$ cat src/rtl/branch_predict_unit_if.sv
// branch_predict_unit_if
// Bundles the IF-stage lookup and the EX-stage resolution signals of
// branch_predict_unit. The pipeline side uses the master modport; the
// predictor itself uses the slave modport.
interface branch_predict_unit_if #(
   parameter int PC_W = 9
);
   // IF-stage lookup
   logic [PC_W-1:0] if_pc;
   logic            pred_taken;
   logic [31:0]     pred_target;

   // EX-stage resolution inputs
   logic            ex_valid;
   logic [PC_W-1:0] ex_pc;
   logic [31:0]     imm;
   logic            branch;
   logic [31:0]     alu_result;
   logic            jal;
   logic            jalr_sel;
   logic            halt;
   logic            ex_pred_taken;
   logic [31:0]     ex_pred_target;

   // EX-stage resolution outputs
   logic [31:0]     pc_imm;
   logic [31:0]     pc_four;
   logic [31:0]     br_pc;
   logic            pc_sel;
   logic            flush;
   logic            halted;

   modport master (
      output if_pc, ex_valid, ex_pc, imm, branch, alu_result, jal, jalr_sel,
             halt, ex_pred_taken, ex_pred_target,
      input  pred_taken, pred_target, pc_imm, pc_four, br_pc, pc_sel, flush,
             halted
   );

   modport slave (
      input  if_pc, ex_valid, ex_pc, imm, branch, alu_result, jal, jalr_sel,
             halt, ex_pred_taken, ex_pred_target,
      output pred_taken, pred_target, pc_imm, pc_four, br_pc, pc_sel, flush,
             halted
   );
endinterface

$ cat src/rtl/branch_predict_unit.sv
// branch_predict_unit
// EX-stage branch resolver with an optional direct-mapped BTB of saturating
// counters feeding an IF-stage prediction. A redirect/flush is raised only
// when the resolved outcome disagrees with the prediction carried down the
// pipeline. A halt instruction enters a sticky HALTED state that keeps
// redirecting to the halt PC until reset.
//
// Build option: define BRANCH_PREDICT_EN to build the BTB. Without it the
// unit predicts static not-taken and ignores the carried prediction.
module branch_predict_unit #(
   parameter int PC_W      = 9,
   parameter int BTB_DEPTH = 8,
   parameter int CTR_W     = 2
) (
   input logic                  clk,
   input logic                  reset,   // synchronous, active-low
   branch_predict_unit_if.slave bp
);

   typedef enum logic {
      ST_RUN    = 1'b0,
      ST_HALTED = 1'b1
   } state_t;

   state_t          state_q, state_d;
   logic [PC_W-1:0] halt_pc_q, halt_pc_d;

   logic [31:0] pc_ext;
   logic [31:0] pc_imm;
   logic [31:0] pc_four;
   logic [31:0] actual_target;
   logic        actual_taken;
   logic        eff_pred_taken;
   logic [31:0] eff_pred_target;
   logic        mispredict;
   logic        pc_sel;
   logic        flush;
   logic        halted;
   logic [31:0] br_pc;
   logic        btb_upd;

   // Resolution arithmetic: 32-bit, wrapping, with ex_pc zero-extended
   assign pc_ext        = 32'(bp.ex_pc);
   assign pc_imm        = pc_ext + bp.imm;
   assign pc_four       = pc_ext + 32'd4;
   assign actual_taken  = (bp.branch & bp.alu_result[0]) | bp.jal | bp.jalr_sel;
   assign actual_target = bp.jalr_sel ? {bp.alu_result[31:1], 1'b0} : pc_imm;

   assign mispredict = bp.ex_valid &
                       ((actual_taken != eff_pred_taken) |
                        (actual_taken & (actual_target != eff_pred_target)));

   // Halt state and halt PC registers
   always_ff @(posedge clk) begin
      if (!reset) begin
         state_q   <= ST_RUN;
         halt_pc_q <= '0;
      end else begin
         state_q   <= state_d;
         halt_pc_q <= halt_pc_d;
      end
   end

   // Next state, redirect outputs and BTB update enable
   always_comb begin
      state_d   = state_q;
      halt_pc_d = halt_pc_q;
      pc_sel    = 1'b0;
      flush     = 1'b0;
      br_pc     = 32'd0;
      halted    = 1'b0;
      btb_upd   = 1'b0;
      case (state_q)
         ST_RUN: begin
            if (bp.ex_valid && bp.halt) begin
               // Halt outranks any mispredict from the same instruction
               pc_sel    = 1'b1;
               flush     = 1'b1;
               br_pc     = pc_ext;
               halt_pc_d = bp.ex_pc;
               state_d   = ST_HALTED;
            end else begin
               btb_upd = bp.ex_valid & (bp.branch | bp.jal | bp.jalr_sel);
               if (mispredict) begin
                  pc_sel = 1'b1;
                  flush  = 1'b1;
                  br_pc  = actual_taken ? actual_target : pc_four;
               end
            end
         end
         ST_HALTED: begin
            pc_sel = 1'b1;
            flush  = 1'b1;
            br_pc  = 32'(halt_pc_q);
            halted = 1'b1;
         end
         default: begin
            state_d = ST_RUN;
         end
      endcase
   end

   assign bp.pc_imm  = pc_imm;
   assign bp.pc_four = pc_four;
   assign bp.br_pc   = br_pc;
   assign bp.pc_sel  = pc_sel;
   assign bp.flush   = flush;
   assign bp.halted  = halted;

`ifdef BRANCH_PREDICT_EN
   localparam int IDX_W = $clog2(BTB_DEPTH);
   localparam int TAG_W = PC_W - IDX_W - 2;
   localparam logic [CTR_W-1:0] CTR_MAX    = '1;
   localparam logic [CTR_W-1:0] CTR_WEAK_T = CTR_W'(1) << (CTR_W - 1);

   logic             valid_q [BTB_DEPTH];
   logic [TAG_W-1:0] tag_q   [BTB_DEPTH];
   logic [31:0]      tgt_q   [BTB_DEPTH];
   logic [CTR_W-1:0] ctr_q   [BTB_DEPTH];

   logic [IDX_W-1:0] if_idx, ex_idx;
   logic [TAG_W-1:0] if_tag, ex_tag;
   logic             if_hit, ex_hit, pred_taken;
   logic [CTR_W-1:0] ex_ctr, ctr_next;
   logic             unused_if_lo;

   assign if_idx = bp.if_pc[IDX_W+1:2];
   assign if_tag = bp.if_pc[PC_W-1:IDX_W+2];
   assign ex_idx = bp.ex_pc[IDX_W+1:2];
   assign ex_tag = bp.ex_pc[PC_W-1:IDX_W+2];

   // The two low PC bits never reach the BTB (word-aligned instructions)
   assign unused_if_lo = ^bp.if_pc[1:0];

   // Lookup reads registered contents only: no bypass of a same-cycle write
   assign if_hit          = valid_q[if_idx] & (tag_q[if_idx] == if_tag);
   assign pred_taken      = if_hit & ctr_q[if_idx][CTR_W-1];
   assign bp.pred_taken   = pred_taken;
   assign bp.pred_target  = pred_taken ? tgt_q[if_idx] : 32'd0;

   assign ex_hit          = valid_q[ex_idx] & (tag_q[ex_idx] == ex_tag);
   assign ex_ctr          = ctr_q[ex_idx];
   assign eff_pred_taken  = bp.ex_pred_taken;
   assign eff_pred_target = bp.ex_pred_target;

   // Saturating counter step toward the resolved direction
   always_comb begin
      ctr_next = ex_ctr;
      if (actual_taken) begin
         if (ex_ctr != CTR_MAX) ctr_next = ex_ctr + CTR_W'(1);
      end else begin
         if (ex_ctr != '0) ctr_next = ex_ctr - CTR_W'(1);
      end
   end

   // BTB storage: train on hit, allocate on taken miss, reset clears all
   always_ff @(posedge clk) begin
      if (!reset) begin
         for (int i = 0; i < BTB_DEPTH; i++) begin
            valid_q[i] <= 1'b0;
            tag_q[i]   <= '0;
            tgt_q[i]   <= '0;
            ctr_q[i]   <= '0;
         end
      end else if (btb_upd) begin
         if (ex_hit) begin
            ctr_q[ex_idx] <= ctr_next;
            if (actual_taken) tgt_q[ex_idx] <= actual_target;
         end else if (actual_taken) begin
            valid_q[ex_idx] <= 1'b1;
            tag_q[ex_idx]   <= ex_tag;
            tgt_q[ex_idx]   <= actual_target;
            ctr_q[ex_idx]   <= CTR_WEAK_T;
         end
      end
   end
`else
   logic unused_cfg;

   // Static not-taken: no storage, carried prediction treated as zero
   assign bp.pred_taken   = 1'b0;
   assign bp.pred_target  = 32'd0;
   assign eff_pred_taken  = 1'b0;
   assign eff_pred_target = 32'd0;
   assign unused_cfg = ^{bp.if_pc, bp.ex_pred_taken, bp.ex_pred_target,
                         btb_upd, 1'(BTB_DEPTH), 1'(CTR_W)};
`endif

endmodule

$ cat src/flat_wrapper.sv
// flat-port wrapper written by rule: the top's interface ports become plain ports
module branch_predict_unit_flat 
#(
   parameter int PC_W      = 9,
   parameter int BTB_DEPTH = 8,
   parameter int CTR_W     = 2
)
  (clk, reset, bp_if_pc, bp_ex_valid, bp_ex_pc, bp_imm, bp_branch, bp_alu_result, bp_jal, bp_jalr_sel, bp_halt, bp_ex_pred_taken, bp_ex_pred_target, bp_pred_taken, bp_pred_target, bp_pc_imm, bp_pc_four, bp_br_pc, bp_pc_sel, bp_flush, bp_halted);
  branch_predict_unit_if #(.PC_W(PC_W)) bp_i ();
  input logic clk;
  input logic reset;
  input wire logic [$bits(bp_i.if_pc)-1:0] bp_if_pc;
  input wire logic [$bits(bp_i.ex_valid)-1:0] bp_ex_valid;
  input wire logic [$bits(bp_i.ex_pc)-1:0] bp_ex_pc;
  input wire logic [$bits(bp_i.imm)-1:0] bp_imm;
  input wire logic [$bits(bp_i.branch)-1:0] bp_branch;
  input wire logic [$bits(bp_i.alu_result)-1:0] bp_alu_result;
  input wire logic [$bits(bp_i.jal)-1:0] bp_jal;
  input wire logic [$bits(bp_i.jalr_sel)-1:0] bp_jalr_sel;
  input wire logic [$bits(bp_i.halt)-1:0] bp_halt;
  input wire logic [$bits(bp_i.ex_pred_taken)-1:0] bp_ex_pred_taken;
  input wire logic [$bits(bp_i.ex_pred_target)-1:0] bp_ex_pred_target;
  output wire logic [$bits(bp_i.pred_taken)-1:0] bp_pred_taken;
  output wire logic [$bits(bp_i.pred_target)-1:0] bp_pred_target;
  output wire logic [$bits(bp_i.pc_imm)-1:0] bp_pc_imm;
  output wire logic [$bits(bp_i.pc_four)-1:0] bp_pc_four;
  output wire logic [$bits(bp_i.br_pc)-1:0] bp_br_pc;
  output wire logic [$bits(bp_i.pc_sel)-1:0] bp_pc_sel;
  output wire logic [$bits(bp_i.flush)-1:0] bp_flush;
  output wire logic [$bits(bp_i.halted)-1:0] bp_halted;
  assign bp_i.if_pc = bp_if_pc;
  assign bp_i.ex_valid = bp_ex_valid;
  assign bp_i.ex_pc = bp_ex_pc;
  assign bp_i.imm = bp_imm;
  assign bp_i.branch = bp_branch;
  assign bp_i.alu_result = bp_alu_result;
  assign bp_i.jal = bp_jal;
  assign bp_i.jalr_sel = bp_jalr_sel;
  assign bp_i.halt = bp_halt;
  assign bp_i.ex_pred_taken = bp_ex_pred_taken;
  assign bp_i.ex_pred_target = bp_ex_pred_target;
  assign bp_pred_taken = bp_i.pred_taken;
  assign bp_pred_target = bp_i.pred_target;
  assign bp_pc_imm = bp_i.pc_imm;
  assign bp_pc_four = bp_i.pc_four;
  assign bp_br_pc = bp_i.br_pc;
  assign bp_pc_sel = bp_i.pc_sel;
  assign bp_flush = bp_i.flush;
  assign bp_halted = bp_i.halted;
  branch_predict_unit #(.PC_W(PC_W), .BTB_DEPTH(BTB_DEPTH), .CTR_W(CTR_W)) u_core (.clk(clk), .reset(reset), .bp(bp_i));
endmodule
$ cat config.mk
export PLATFORM = sky130hd
export DESIGN_NAME = branch_predict_unit_flat
export DESIGN_NICKNAME = d
export VERILOG_FILES = /design/src/rtl/branch_predict_unit_if.sv /design/src/rtl/branch_predict_unit.sv /design/src/flat_wrapper.sv
export SDC_FILE = /design/constraint.sdc
export NUM_CORES = 1
export LEC_CHECK = 0
export BUFFER_PORTS_ARGS = -buffer_cell sky130_fd_sc_hd__buf_2
export CAP_MARGIN = 40
export CORE_AREA = 2 2 98 100
export CTS_CLUSTER_DIAMETER = 200
export DETAILED_ROUTE_END_ITERATION = 10
export DIE_AREA = 0 0 100 102
export PLACE_DENSITY_LB_ADDON = 0.1
export SKIP_CTS_REPAIR_TIMING = 1
export SYNTH_ARGS = -nofsm -noshare
export SYNTH_HDL_FRONTEND = slang
export SYNTH_SLANG_ARGS = --single-unit
export TNS_END_PERCENT = 1
$ cat constraint.sdc
create_clock -name clk -period 3 [get_ports clk]
set_input_delay 0.6 -clock clk [delete_from_list [all_inputs] [get_ports clk]]
set_output_delay 0.6 -clock clk [all_outputs]
set_load 0.05 [all_outputs]
======== Word-level counts from Yosys, hierarchy flattened ========
Cells that the tools add are included.
operators by class
  div/mod/pow operators ................... 0
  add/subtract/negate cells ............... 2
  order comparisons ....................... 0
  reductions and logical operators ........ 3
  equality and inequality tests ........... 0
  muxes and demuxes ....................... 11
  $mul .................................... 0
  bitwise logic cells ..................... 7
  shift operators ......................... 0
operators by type and width
  operator                number
  $mux W32                4
  $pmux W32 S2            1
  $add A9 B32 Y32         1
  $reduce_bool A32 Y1     1
  $add A9 B3 Y10 const B  1
  $mux W1                 5
  $and A1 B1 Y1           3
  $or A1 B1 Y1            3
  $pmux W1 S2             1
  $reduce_and A2 Y1       1
  $logic_and A1 B1 Y1     1
  $not A1 Y1              1
storage, ports and cells
  bits in read-only memories .............. 0
  logic and storage cells ................. 25
  memories kept ........................... 0
  flip-flop bits (word level) ............. 10
  output and inout port bits .............. 132
  bits in writable memories ............... 0
  latch bits .............................. 0
  input port bits ......................... 122

======== Depth between registers and ports, before layout ========
Gate-level depths: netlist (run 1).
  word-level depth ........................ 9
  mapped depth ............................ 8
  gate-level depth less buffers ........... 8

======== Worst setup path after synthesis (run 1) ========
OpenSTA, ideal clock, no wires.
  kind .................................... input to output
  start ................................... in bp_imm[0]
  end ..................................... out bp_br_pc[2]
  path buffers ............................ 0
  slack ................................... -1.533 ns
  data arrival time ....................... 3.933 ns
  required time ........................... 2.400 ns
  stages on the path ...................... 5
  cells stage by stage .................... ha_1 > fa_1 > xor2_1 > nor2_1 > o311ai_0
on the way
  word-level cells in the longest chain between the ends .. 9
  elaborated cells between the ends (all ways) .. 10
  those cells by class .................... add/sub (1); mux (5); bitwise (3); reduce/logical (1)
ends and longest elaborated chain
  element              line                       RTL
  from (decl)          flat_wrapper.sv:15         input wire logic [$bits(bp_i.imm)-1:0] bp_imm;
  $add A9 B32 Y32 (*)  branch_predict_unit.sv:44  assign pc_imm = pc_ext + bp.imm;
  via bp_pc_imm[2]     flat_wrapper.sv:25         output wire logic [$bits(bp_i.pc_imm)-1:0] bp_pc_imm;
  $mux W32 (*)         branch_predict_unit.sv:47  assign actual_target = bp.jalr_sel ? {bp.alu_result[31:1], 1'b0} : pc_imm;
  $reduce_bool A32 Y1  branch_predict_unit.sv:51  (actual_taken & (actual_target != eff_pred_target)));
  $and A1 B1 Y1        branch_predict_unit.sv:51
  $or A1 B1 Y1         branch_predict_unit.sv:50  ((actual_taken != eff_pred_taken) |
  $and A1 B1 Y1        branch_predict_unit.sv:49  assign mispredict = bp.ex_valid &
  $mux W32 (*)         branch_predict_unit.sv:84  if (mispredict) begin
  $mux W32 (*)         branch_predict_unit.sv:75  if (bp.ex_valid && bp.halt) begin
  $pmux W32 S2 (*)     branch_predict_unit.sv:73  case (state_q)
  to (decl)            flat_wrapper.sv:27         output wire logic [$bits(bp_i.br_pc)-1:0] bp_br_pc;
The timed path passes the listed nets; every way through them passes the cells marked *.

======== Worst setup path after layout (run 1) ========
  start ................................... in bp_ex_pc[0]
  end ..................................... out bp_br_pc[6]
on the way
  word-level cells in the longest chain between the ends .. 9
  elaborated cells between the ends (all ways) .. 11
  those cells by class .................... add/sub (2); mux (5); bitwise (3); reduce/logical (1)
ends and longest elaborated chain
  element              line                       RTL
  from (decl)          flat_wrapper.sv:14         input wire logic [$bits(bp_i.ex_pc)-1:0] bp_ex_pc;
  $add A9 B32 Y32      branch_predict_unit.sv:44
  $mux W32             branch_predict_unit.sv:47
  $reduce_bool A32 Y1  branch_predict_unit.sv:51
  $and A1 B1 Y1        branch_predict_unit.sv:51
  $or A1 B1 Y1         branch_predict_unit.sv:50
  $and A1 B1 Y1        branch_predict_unit.sv:49
  $mux W32 (*)         branch_predict_unit.sv:84
  $mux W32 (*)         branch_predict_unit.sv:75
  $pmux W32 S2 (*)     branch_predict_unit.sv:73
Every way passes the cells marked *; elsewhere a longest branch is shown, timed or not.

==> metrics.cfg, run 1 <==
[routing]
vias_per_cell=4.639
num_vias=2927
drtPass1Iterations=4
route.detailed.drc=0
drt_iter0_markers=77
wl_per_cell_um=15.12
ant_nets=0
routed_wl_mm=9.539

[synth]
ys.flop_type=dfxtp_1
synth_seq_cells=10
synth_cell_types=54
ys_warn_count=0
yosysSeqAreaShare_pct=8.065
yosysTopAreaCell=buf_4
synth.avg_cell_area_um2=7.522
netlist.area_leader.share_pct=17.54
ys_async_sr_fraction_pct=0
netlist_top_cells_area=buf_4 18%, dfxtp_1 8.1%, xnor2_1 7.1%, nand2_1 5.7%, xor2_1 5.3%
syn_area_mm2=0.002482
synth-edff-count=0
syn_inst=330

[layout]
multi_input_area_mm2=0.002440
nets=655
syn2layout_area_growth_pct=70.31
drive_gt1_share_pct=55.00
post-route-util_pct=46.41
diodes=0
seq_area_um2=200.2
fin_area_mm2=0.004228
fillerInstances=907

[job]
cap_violations=0

[power_and_ir_drop]
peakVddDrop_uv=156.5
comb_power_share_pct=79.6
p_clk_share_pct=9.9
switchingPower_mw=0.7827
cellLeakagePower_nw=2.067
sw_frac_of_total_pct=57.04
seqPwrFrac_pct=10.4
p_per_area_mw_per_mm2=324.6
internal-power_mw=0.5896

[timing]
hold-worst-slack_ps=463.6
fin_crit_ps=3233
timing.setup.tns_ps=-2917
fin_crit_sh_pct=107.8
finalHoldViolations=0
rsz0062_at_grt=yes
layout_setup_ws_ps=-232.9
clock.fmax_mhz=309.3
setup_violations=33
slew_violations=0
clock_skew_ps=1.827

[placed_design]
port_buffers=156
place_area_mm2=0.003666
place_hpwl_mm=7.203
gp_congestion=0.8398

[clocking]
cts_buffers=3
insertion_delay_ps=230
cts_tree=built
root_buffer=clkbuf_8
numClockSinks=10
clockBufferDepth=2
htree_num_levels=1
path_clk_slew_ps=50

[setup_path]
slowest_delay_ps=340
worst_path_most_repeated_cell=buf_6
critPathCaptureType=output pin
critical_path_buf_inv_count=4
critPathMaxFanout=5
crit_arrival_ps=2630
path_delay_family=compound AO/OA/AOI/OAI gates
crit_required_ps=2400
critPathKind=in2out
slowest_stage=fa_2
start_kind=input port
worstPathCellList=buf_8 > ha_4 > fa_2 > a21o_1 > a221oi_4 > buf_6 > buf_6 > xnor2_4 > mux2i_1 > o211ai_1 > buf_4

[die]
rows=35
core_area_mm2=0.009109
die_x_um=100
die_h_um=102
dieArea_mm2=0.01020
start_util_pct=27.25
ios=254

[global_routing]
grt_pass1_wl_mm=13.00
antenna_found_initial=0
grt_usage_pct=15.95
grt_max_degree=31
grt_pass1_vias=2562
grt_overflow=0

[hold_path]
hp-class=reg2reg

[outcome]
outcome=complete, but fails checks
violations=negative setup slack

[flip-flops by register name (all words and copies together), names as in the netlist]
name	flops
u_core.halt_pc_q	9
u_core.state_q	1
[cell usage in the layout (no fill, tap or decap), types with 5 or more instances in the layout]
cell type / instances
buf_2: 106
conb_1: 55
buf_4: 50
nand2_1: 38
buf_6: 26
o21ai_0: 20
xnor2_2: 15
nor2_1: 12
clkbuf_4: 12
o21ba_2: 10
dfxtp_1: 10
a21oi_2: 9
a21boi_0: 9
nand3_1: 8
xor2_1: 7
and3_1: 7
nand3_2: 7
nand4_1: 7
xor2_2: 7
o211ai_1: 7
a21oi_1: 6
o21ba_1: 6
nand2b_1: 5
mux2i_1: 5
ha_4: 5
ha_1: 5
[worst register-to-register path, cell delays in order, from the launching register on]
cell and delay [ps]:
dfxtp_1 300, buf_4 190, or2_2 400, nand2_1 100
a21boi_0 70
[stage by stage]
stage	setup slack, ps	cells	total power, mW
finish	-232.9	631	1.372
global route	-295.7	631	1.446
CTS	-453.0	623	1.262
detailed placement	-446.3	620	1.117
global placement	-454.2	620	1.117
floorplan	-566.1	384	0.9041
[layer usage]
metal,GRT usage [%],wire length (um),up-vias
met1,22.32,4130,1367
met5,0,0,-
met4,2.740,39,0
li1,-,-,1436
met3,1.710,527,2
met2,27.03,4842,122
[synth_stat cells, types with 2 or more instances]
master	number
a21oi_1	16
nor2_1	13
clkbuf_1	7
o21ai_0	20
nand3_1	15
and4_1	2
and2_1	2
dfxtp_1	10
and3_4	2
o211ai_1	7
a21o_1	4
inv_1	4
buf_4	58
nor3_1	2
ha_1	10
xor2_1	15
o21ba_1	6
o21bai_1	2
a21boi_0	10
o21ba_2	10
nand4_1	7
and3_1	7
xnor2_1	20
nand2_1	38
a211oi_2	3
mux2i_1	5
nand2b_1	5
o211a_1	4
[worst paths after layout]
kind,from,end,slack (ps),cells after the start
worst min register to register,u_core.halt_pc_q[8],u_core.halt_pc_q[8],460,2
worst max register to register,u_core.state_q,u_core.halt_pc_q[0],1830,4
worst min-delay path,u_core.halt_pc_q[8],u_core.halt_pc_q[8],460,2
worst max-delay path,bp_ex_pc[0],bp_br_pc[6],-230,11
[kinds of logic after synthesis]
logic type                 after synthesis  synth area share [%]
adders and majority gates               11                 5.847
buffers and inverters                   74                 20.77
DFF                                     10                 8.064
other                                    1                0.1511
xor gates and xnor gates                35                 12.35
AOI/OAI and AO/OA                       90                 28.03
and+or+nand+nor                        104                 22.78
muxes                                    5                 2.016
[final cells by class]
class                   count  share of cell area [%]
clock buffers               3                  0.9766
inverters                   5                  0.4439
multi-input cells         302                   57.71
flip-flops and latches     10                   4.735
well taps                 111                   3.285
repair buffers            200                   32.85
[power groups by stage]
stage	registers, mW	clock network (mW)	logic [mW]
after detailed placement	0.145	0	0.972
after global placement	0.145	0	0.972
final	0.143	0.137	1.09
after floorplan	0.149	0	0.755
after CTS	0.143	0.144	0.975
after global routing	0.144	0.154	1.15
(Power assumes the default switching activity.)
==> inputs of run 2 (changes only) <==
SKIP_CTS_REPAIR_TIMING = not set   (was 1)
==> run 2 against run 1 <==
  * The flow still finishes with violations (negative setup slack)
  * Wire length shrank 4.2%
  * Total power is 1.5% lower
  * Maximum frequency is 0.89% lower
  * Sequential share of layout area rose by 0.12 points
  * First-iteration DRC count up 2.6%
  * Final cell count shrank 0.48%
  * Critical path depth did not move
  * Sequential power about the same
  * Clock skew decreased by 1.6 ps
  * Die area is the same
  * Critical path type unchanged
==> metrics.cfg, run 2 (synthesis results as in run 1) <==
[power_and_ir_drop]
p_per_area_mw_per_mm2=327.6  ; +0.93%
cellLeakagePower_nw=2.056  ; -0.57%
peakVddDrop_uv=153.5  ; -1.9%

[clocking]
cts_buffers=3  ; unchanged
cts_tree=built
insertion_delay_ps=230  ; about the same
clockBufferDepth=2  ; unchanged
path_clk_slew_ps=50  ; about the same
numClockSinks=10  ; unchanged
htree_num_levels=1  ; unchanged
root_buffer=clkbuf_8

[setup_path]
rr_startpoint=u_core.state_q
critPathCaptureType=output pin
crit_required_ps=2400  ; about the same
critPathKind=in2out
critPathMaxFanout=5  ; unchanged
crit_arrival_ps=2660  ; +30 ps
startpoint=bp_ex_pc[0]
start_kind=input port

[global_routing]
grt_pass1_vias=2697  ; +5.3%
grt_overflow=0  ; unchanged
antenna_found_initial=0  ; unchanged
grt_max_degree=31  ; unchanged
grt_pass1_wl_mm=13.79  ; +6.1%
grt_usage_pct=16.97  ; +1.0 points

[placed_design]
place_hpwl_mm=7.203  ; unchanged
port_buffers=156  ; unchanged
place_area_mm2=0.003666  ; unchanged
gp_congestion=0.8398  ; unchanged
post-place-ws_ps=-446.3  ; unchanged
dp.cells=620  ; unchanged

[die]
die_h_um=102  ; unchanged
die_x_um=100  ; unchanged
rows=35  ; unchanged
start_util_pct=27.25  ; unchanged
dieArea_mm2=0.01020  ; unchanged
ios=254  ; unchanged
core_area_mm2=0.009109  ; unchanged

[routing]
routed_wl_mm=9.139  ; -4.2%
drt_iter0_markers=79  ; +2.6%
route.detailed.drc=0  ; unchanged
ant_nets=0  ; unchanged
wl_per_cell_um=14.55  ; -3.7%
num_vias=2869  ; -2.0%
vias_per_cell=4.568  ; -1.5%
drtPass1Iterations=4  ; unchanged

[layout]
nets=652  ; -0.46%
drive_gt1_share_pct=53.19  ; -1.8 points
largest_reg_flops=9  ; unchanged
largestRegisters=u_core.halt_pc_q x9, u_core.state_q x1
fillerInstances=910  ; +0.33%
diodes=0  ; unchanged
syn2layout_area_growth_pct=66.18
fin_area_mm2=0.004125  ; -2.4%
regMostFlops=u_core.halt_pc_q
layout_common_cells=105 x buf_2, 55 x conb_1, 55 x buf_4
instances_no_fill=628  ; -0.48%
final_common_cell=buf_2

[timing]
clock.fmax_mhz=306.6  ; -0.89%
fin_crit_ps=3262  ; +29.00 ps
fin_crit_sh_pct=108.7  ; +0.97 points
finalHoldViolations=0  ; unchanged
hold-worst-slack_ps=463.4  ; -0.1980 ps
slew_violations=0  ; unchanged
clock_skew_ps=0.2540  ; -1.573 ps
layout_setup_ws_ps=-261.9  ; -29.00 ps
setup_violations=34  ; +3.0%
timing.setup.tns_ps=-3269  ; -352.0 ps
rsz0062_at_grt=yes

[hold_path]
hp-class=reg2reg
min_from=u_core.halt_pc_q[3]

[job]
cap_violations=0  ; unchanged

[outcome]
violations=negative setup slack
outcome=complete, but fails checks

run 2: through the flow:
step | utilization (%) | power, mW
2_1_floorplan | - | 0.9041
3_3_place_gp | 40.25 | 1.117
3_5_place_dp | 40.25 | 1.117
4_1_cts | 44.16 | 1.340
5_1_grt | 45.29 | 1.427
6_report | 45.29 | 1.351
run 2: cell type report:
class                      instances  area (um2)  share of cell area, %
tap                              111       138.9                  3.367
inverter                           5       18.77                 0.4550
clock buffer                       3       41.29                  1.001
sequential                        10       200.2                  4.853
timing repair buffer             198        1376                  33.36
multi-input combinational        301        2350                  56.96
run 2: per-layer routing:
metal	GRT usage, %	up-vias	wire (um)
li1	-	1431	-
met1	23.56	1329	4070
met2	29.16	107	4627
met3	1.847	2	400
met4	2.529	0	41
met5	0	-	0
run 2: path summary, 6_finish.rpt:
kind                                             to  slack, ps  cells after the start
worst min register to register  u_core.halt_pc_q[3]        460                      2
worst max-delay path                    bp_br_pc[6]       -260                     11
worst max register to register  u_core.halt_pc_q[0]       1830                      4
worst min-delay path            u_core.halt_pc_q[3]        460                      2
run 2: timing repair:
action                     in CTS  in global routing
setup endpoints to repair      53                 54
gates resized for setup        78                 29
hold endpoints to repair        0                  0
pin swaps                      19                  7
hold buffers                    0                  0
gates cloned                    1                  0
buffers inserted                4                  0
run 2: where the power goes:
| group | internal [mW] | leakage [nW] | switching [mW] | total, mW |
|---|---|---|---|---|
| clock network | 0.0875 | 0.0216 | 0.0477 | 0.135 |
| registers | 0.140 | 0.0818 | 0.00304 | 0.143 |
| logic | 0.354 | 1.95 | 0.720 | 1.07 |
run 2: worst max-delay path: stages:
cell	delay, ps
buf_8	100
ha_4	160
fa_2	340
a21o_1	220
a221oi_4	280
buf_12	170
buf_8	100
xnor2_4	120
mux2i_1	100
o211ai_1	220
buf_4	240
==> inputs of run 3 (changes only) <==
BUFFER_PORTS_ARGS = not set   (was -buffer_cell sky130_fd_sc_hd__buf_2)
DONT_BUFFER_PORTS = 1   (was not set)
==> run 3 against run 2 <==
  * The flow still finishes with violations (negative setup slack)
  * First-iteration DRC count is 33% higher
  * Largest cell class unchanged
  * Register-to-register slack worse by 310 ps
  * Worst hold slack is essentially flat
  * Sequential share of layout area grew 0.42 points
  * Global-route usage fell by 0.098 points
  * Maximum frequency rose by 5.6%
  * Non-clock buffer count is 105 lower
  * Total power fell by 5.4%
  * Clock power increased by 26%
  * Final cell count shrank 16%
  * Sequential power about the same
==> metrics.cfg, run 3 (synthesis results as in run 1) <==
[outcome]
outcome=complete, but fails checks
violations=negative setup slack

[clocking]
insertion_delay_ps=240  ; about the same
numClockSinks=10  ; unchanged
root_buffer=clkbuf_8
clockBufferDepth=2  ; unchanged
cts_tree=built
cts_hold_buf=0  ; unchanged
cts_buffers=3  ; unchanged
htree_num_levels=1  ; unchanged
path_clk_slew_ps=50  ; about the same

[die]
start_util_pct=27.25  ; unchanged
dieArea_mm2=0.01020  ; unchanged
die_h_um=102  ; unchanged
die_x_um=100  ; unchanged
rows=35  ; unchanged
core_area_mm2=0.009109  ; unchanged
ios=254  ; unchanged

[job]
cap_violations=0  ; unchanged

[layout]
syn2layout_area_growth_pct=52.97
nets=548  ; -16%
largestRegisters=u_core.halt_pc_q x9, u_core.state_q x1
fin_area_mm2=0.003797  ; -7.9%
final_common_cell=buf_4
regMostFlops=u_core.halt_pc_q
fillerInstances=937  ; +3.0%
diodes=0  ; unchanged
post-route-util_pct=41.69  ; -3.6 points
layout_common_cells=59 x buf_4, 55 x conb_1, 38 x nand2_1
largest_reg_flops=9  ; unchanged
drive_gt1_share_pct=42.27  ; -11 points

[timing]
clock.fmax_mhz=323.6  ; +5.6%
fin_crit_ps=3090  ; -172.1 ps
slew_violations=0  ; unchanged
finalHoldViolations=0  ; unchanged
fin_crit_sh_pct=103.0  ; -5.7 points
rsz0062_at_grt=yes
layout_setup_ws_ps=-89.81  ; +172.1 ps
setup_violations=14  ; -59%
clock_skew_ps=3.078  ; +2.824 ps

[routing]
drt_iter0_markers=105  ; +33%
drtPass1Iterations=4  ; unchanged
num_vias=2541  ; -11%
wl_met3_um=613  ; +53%
routed_wl_mm=8.967  ; -1.9%
wl_per_cell_um=17.08  ; +17%
met1_length_mm=3.819  ; -6.2%
vias_per_cell=4.840  ; +5.9%
ant_nets=0  ; unchanged
route.detailed.drc=0  ; unchanged
wl_met2_mm=4.474  ; -3.3%
top_layer_used=met4

[power_and_ir_drop]
seqPwrFrac_pct=11.3  ; +0.7 points
switchingPower_mw=0.7055  ; -8.4%
p_per_area_mw_per_mm2=336.8  ; +2.8%
cellLeakagePower_nw=1.654  ; -20%
internal-power_mw=0.5733  ; -1.3%
sw_frac_of_total_pct=55.17  ; -1.8 points
comb_power_share_pct=75.4  ; -4.0 points
p_clk_share_pct=13.3  ; +3.3 points
peakVddDrop_uv=170.3  ; +11%

[setup_path]
crit_required_ps=2400  ; about the same
slowest_delay_ps=350  ; about the same
critPathCaptureType=output pin
worstPathCellList=ha_4 > fa_2 > a21o_1 > a221oi_4 > buf_6 > o22ai_2 > nand3_1 > xnor2_2 > o21ba_2 > buf_12
critPathMaxFanout=4  ; -1
start_kind=input port
rr_startpoint=u_core.state_q
critPathKind=in2out
crit_arrival_ps=2490  ; -170 ps
startpoint=bp_imm[0]
slowest_stage=fa_2

[hold_path]
hp-class=reg2reg
min_from=u_core.halt_pc_q[1]

[global_routing]
grt_overflow=0  ; unchanged
grt_pass1_vias=2368  ; -12%
grt_usage_pct=16.88  ; -0.098 points
grt_pass1_wl_mm=13.55  ; -1.7%
antenna_found_initial=0  ; unchanged
grt_max_degree=33  ; +6.5%

[placed_design]
port_buffers=0  ; -100%
place_hpwl_mm=7.038  ; -2.3%
place_area_mm2=0.003558  ; -2.9%
gp_congestion=0.8148  ; -3.0%

[run 3: critical path: cells and delay by family]
family	cells	cell delay [ps]
AO/OA/AOI/OAI	4	770
XOR/XNOR	1	140
adder cells (fa/ha/maj)	2	490
buffers and inverters	2	300
AND/OR/NAND/NOR	1	160
[run 3: worst paths after layout]
kind | endpoint | slack [ps] | cells after the start
worst max-delay path | bp_br_pc[18] | -90 | 10
worst min-delay path | u_core.halt_pc_q[1] | 460 | 2
worst max register to register | u_core.halt_pc_q[4] | 1520 | 4
worst min register to register | u_core.halt_pc_q[1] | 460 | 2
[run 3: cell type report]
class,count,area [um2],area share [%]
Timing Repair Buffer,93,1031,27.15
Multi-Input combinational cell,302,2354,61.98
Inverter,5,18.77,0.4942
Sequential cell,10,200.2,5.272
Clock buffer,4,55.05,1.450
Tap cell,111,138.9,3.657
[run 3: timing repair]
item                       CTS  global route
setup endpoints to repair   37            37
pin swaps                   21             6
resized for setup           26            12
cloned                       2             0
buffers inserted             3             0
hold endpoints to repair     0             0
[run 3: per-stage QoR]
step | hold WS, ps | TNS, ps | setup slack (ps) | total power [mW] | std cells
after CTS | 465.9 | -623.0 | -78.04 | 1.281 | 525
after detailed placement | 458.5 | -3992 | -260.6 | 1.082 | 517
after floorplan | 443.7 | -13310 | -566.1 | 0.9041 | 384
final | 463.2 | -679.0 | -89.81 | 1.279 | 525
after global placement | 451.5 | -3437 | -240.5 | 1.080 | 517
after global routing | 482.6 | -2753 | -177.9 | 1.335 | 525
[run 3: routing by layer]
layer | vias to the layer above | track usage [%]
met5 | - | 0
met1 | 1195 | 22.37
met4 | 0 | 2.529
met2 | 119 | 29.42
met3 | 4 | 3.010
li1 | 1223 | -
[run 3: power by group through the flow]
| stage | Combinational [mW] | Clock (mW) | Sequential, mW |
|---|---|---|---|
| CTS | 0.960 | 0.176 | 0.145 |
| detailed placement | 0.934 | 0 | 0.148 |
| floorplan | 0.755 | 0 | 0.149 |
| global placement | 0.932 | 0 | 0.147 |
| global route | 1.01 | 0.179 | 0.146 |
| finish | 0.964 | 0.170 | 0.145 |
